**src/rtl/jk_drive_counter.sv**
```systemverilog
// jk_drive_counter: modulo up/down counter emitting JK excitation vectors; `JK_SELFCHECK_EN adds fb_q/err bank compare
module jk_drive_counter #(
  parameter int WIDTH = 4,
  parameter int MODULO = 10,
  parameter bit ONESHOT = 1'b0
) (
  input  logic             clk,
  input  logic             rst,
  input  logic             en,
  input  logic             up,
  input  logic             load_valid,
  input  logic [WIDTH-1:0] load_data,
  output logic             load_ready,
  output logic [WIDTH-1:0] j,
  output logic [WIDTH-1:0] k,
  output logic [WIDTH-1:0] q,
  output logic [WIDTH-1:0] qn,
`ifdef JK_SELFCHECK_EN
  input  logic [WIDTH-1:0] fb_q,
  output logic             err,
`endif
  output logic             tc
);
  localparam logic [WIDTH-1:0] MAX = WIDTH'(MODULO - 1);
  typedef enum logic [1:0] {IDLE, RUN, DONE} state_t;
  state_t state, state_n;
  logic load_fire, wrap;
  logic [WIDTH-1:0] target, clip;
  assign clip = load_data > MAX ? MAX : load_data;
  assign qn = ~q;
  always_comb begin
    load_ready = !rst && state != RUN;
    load_fire = load_valid && load_ready;
    wrap = 1'b0;
    target = q;
    state_n = state;
    case (state)
      IDLE: begin
        target = load_fire ? clip : q;
        state_n = !load_fire && en ? RUN : IDLE;
      end
      RUN: begin
        wrap = en && (up ? q == MAX : q == '0);
        target = !en ? q : up ? (wrap ? '0 : q + 1'b1) : (wrap ? MAX : q - 1'b1);
        state_n = !en ? IDLE : wrap && ONESHOT ? DONE : RUN;
      end
      DONE: begin
        target = load_fire ? clip : q;
        state_n = load_fire || !en ? IDLE : DONE;
      end
      default: state_n = IDLE;
    endcase
    // reset forces clear drive so an external bank clears on the same edge
    j = rst ? '0 : ~q & target;
    k = rst ? '1 : q & ~target;
  end
  always_ff @(posedge clk) begin
    q <= (j & ~q) | (~k & q);
    state <= rst ? IDLE : state_n;
    tc <= !rst && wrap;
  end
`ifdef JK_SELFCHECK_EN
  always_ff @(posedge clk) err <= rst ? 1'b0 : err | (fb_q != q);
`endif
endmodule
```
**config.mk**
```make
export PLATFORM = sky130hd
export DESIGN_NAME = jk_drive_counter
export DESIGN_NICKNAME = d
export VERILOG_FILES = /design/src/rtl/jk_drive_counter.sv
export SDC_FILE = /design/constraint.sdc
export NUM_CORES = 1
export LEC_CHECK = 0
export CORE_MARGIN = 2
export CORE_UTILIZATION = 43
export CTS_BUF_LIST = sky130_fd_sc_hd__clkbuf_16
export DETAILED_ROUTE_END_ITERATION = 6
export PLACE_DENSITY_LB_ADDON = 0.1
export SYNTH_ARGS = -nofsm -noshare
export SYNTH_HDL_FRONTEND = slang
export SYNTH_SLANG_ARGS = --single-unit
```
**constraint.sdc**
```tcl
create_clock -name clk -period 2 [get_ports clk]
set_input_delay 0.2 -clock clk [delete_from_list [all_inputs] [get_ports clk]]
set_output_delay 0.2 -clock clk [all_outputs]
set_load 0.05 [all_outputs]
```
==> results_dict.tcl <==
set metrics [dict create \
    min_from "state[0]$_SDFF_PP0_" \
    relSlewSlack_pct 66.9 \
    post_drt_via_cell_ratio 6.87 \
    fmax_ghz 0.447 \
    slowest_delay_ps 390 \
    p_int_w 0.000584 \
    clkPwrFrac_pct 38.2 \
    dp_cells 148 \
    drtIter0Drc 64 \
    switching_share_pct 36.4 \
    cp-startpoint "q[0]$_DFF_P_" \
    wl_per_cell_um 24.3 \
    synthDistinctLibCells 47 \
    cts_made_buffers 3 \
    tightest_slew_ps 495 \
    seq_power_share_pct 18.0 \
    vias 1072 \
    critPathMaxFanout 5 \
    placed_area_um2 1310 \
    slew_violations 0 \
    clk_pin_slew_worst_paths_ps 40 \
    synth-edff-count 0 \
    netlist.area_leader.share_pct 18.8 \
    crit_required_ps 1800 \
    io_buffers 26 \
    cp-end-kind "primary output" \
    p_comb_share_pct 43.9 \
    die_y_um 45.7 \
    grt-ovfl-total 0 \
    dp_hpwl_um 1860 \
    synth_cells 96 \
    cp.arrival_ps 2040 \
    synth.avg_cell_area_um2 7.78 \
    ys_warn_count 0 \
    synthToLayoutAreaGrowth_pct 101 \
    clock-sinks 7 \
    antenna_found_initial 0 \
    powerDensity_nw_per_um2 612 \
    yosys.area.top_type "dfxtp_1" \
    htreeDepth 1 \
    nNetsFinal 153 \
    crit_slowest_cell "dfxtp_4" \
    first_pass_iters 4 \
    path_cells "clkinvlp_4 -> ha_4 -> or3b_4 -> a21oi_4 -> o31ai_2 -> a41o_2 -> buf_12" \
    clock_path_buffers 2 \
    final_common_cell "buf_4" \
    period_share_pct 112 \
    fin_area_um2 1500 \
    drive_gt1_share_pct 46.8 \
    wirelength_um 3790 \
    root_buffer "clkbuf_16" \
    rows 15 \
    seq_area_frac_synth_pct 18.8 \
    antennaDiodeCount 0 \
    finalNonFillerCells 156 \
    ant_nets 0 \
    fin_crit_ps 2240 \
    grt_max_degree 15 \
    worst-setup-path-type "reg -> out" \
    initial_core_util_pct 44.7 \
    netlist_area_um2 747 \
    start_kind "flop" \
    finalHoldViolations 0 \
    cap_viol_max_count 0 \
    coreArea_um2 1670 \
    skew_ps 2.10 \
    outcome "complete, but fails checks" \
    synth.net_count 109 \
    setup_viol 8 \
    grt_pass1_vias 1017 \
    power.switching_w 0.000335 \
    rsz0062_at_grt "true" \
    clk_latency_ps 230 \
    cts-hold-fix-buffers 0 \
    dieWidth_um 45.7 \
    reg2reg_from "q[1]$_DFF_P_" \
    io_pins 27 \
    layout_common_cells "18 x buf_4, 16 x clkdlybuf4s50_1, 8 x buf_12" \
    synth_flop_cell "dfxtp_1" \
    hold_class "reg -> reg" \
    grt_pass1_wl_um 4860 \
    violations "setup timing" \
    vdd_drop_max_v 0.000582 \
    ys_ff_latch 7 \
    drc 0 \
    die_area_um2 2090 \
    gp_congestion 0.830 \
    cts_tree "done" \
    p_leak_nw 0.566 \
    track_usage_pct 33.1 \
    postSynth.asyncResetShare_pct 0 \
    final.setup.worst_slack_ps -237 \
    yosys-top-cells-area "dfxtp_1 19%, ha_1 6.7%, inv_1 3.5%" \
]
==> cell type report <==
| cell class | instances | area [um2] |
|---|---|---|
| tap | 17 | 21.3 |
| multi-input combinational | 75 | 714 |
| fill | 74 | 169 |
| clock inverter | 1 | 3.75 |
| clock buffer | 3 | 75.1 |
| inverter | 7 | 37.5 |
| timing repair buffer | 46 | 498 |
| sequential | 7 | 151 |
==> through the flow <==
| step | util (%) | hold WS [ps] | setup WS [ps] | TNS (ps) | power (W) |
|---|---|---|---|---|---|
| after floorplan | - | 279 | -514 | -2440 | 0.000373 |
| after CTS | 86.8 | 525 | -183 | -1020 | 0.000885 |
| after global placement | 78.6 | 505 | -77.7 | -318 | 0.000500 |
| final | 89.9 | 552 | -237 | -1410 | 0.000919 |
| after detailed placement | 78.6 | 516 | -176 | -596 | 0.000504 |
| after global routing | 89.9 | 568 | -277 | -1710 | 0.000942 |
==> worst paths after layout <==
kind / end / slack, ps / cells past startpoint
max: k[0] / -240 / 7
min: q[1]$_DFF_P_ / 550 / 2
max reg2reg: q[2]$_DFF_P_ / 70 / 7
min reg2reg: q[1]$_DFF_P_ / 550 / 2
==> power by group through the flow <==
stage	registers (W)	clock network (W)	logic, W
floorplan	0.000175	0	0.000198
global placement	0.000162	0	0.000338
detailed placement	0.000163	0	0.000341
CTS	0.000162	0.000353	0.000370
global route	0.000165	0.000363	0.000414
finish	0.000165	0.000351	0.000403
==> flip-flops by register name (all words and copies together), names as in the netlist <==
signal	flops
q	4
state	2
tc	1
==> synth_stat cells, types with 2 or more instances <==
cell type  count
dfxtp_1        7
inv_1          7
a21oi_1        5
nor2_1         5
nor3_1         5
ha_1           4
nand2b_1       4
nor2b_1        4
a31oi_1        3
buf_2          3
clkbuf_1       3
nand3_1        3
o21ai_0        3
a211oi_1       2
a32oi_1        2
nand2_1        2
o21ai_1        2
o2bb2ai_1      2
o31ai_1        2
==> worst max-delay path: cells and delay by family (launching register included) <==
kind | cells | cell delay (ps)
DFF | 1 | 390
adders and majority gates | 1 | 200
AOI/OAI and AO/OA | 3 | 670
buffers and inverters | 2 | 290
and+or+nand+nor | 1 | 250
==> what timing repair did <==
action / CTS / global route
resized for setup: 9 / 9
setup endpoints to repair: 8 / 8
pin swaps: 5 / 9
buffers inserted: 3 / 1
==> layer usage <==
metal	track usage [%]	vias to the layer above	wire length (um)
met5	0	-	0
met4	23.5	0	208
met3	5.16	24	354
met2	52.4	99	1850
met1	40.2	499	1370
li1	-	450	-
==> cell families after synthesis <==
group | Yosys count | share of synthesized area [%]
compound gates | 32 | 31.2
simple gates | 36 | 30.8
xor+xnor | 1 | 1.17
flops | 7 | 18.8
fa+ha+maj | 4 | 6.70
buf+inv | 14 | 8.54
mux | 2 | 2.85
Note: power is estimated with default switching activity, not from simulation.
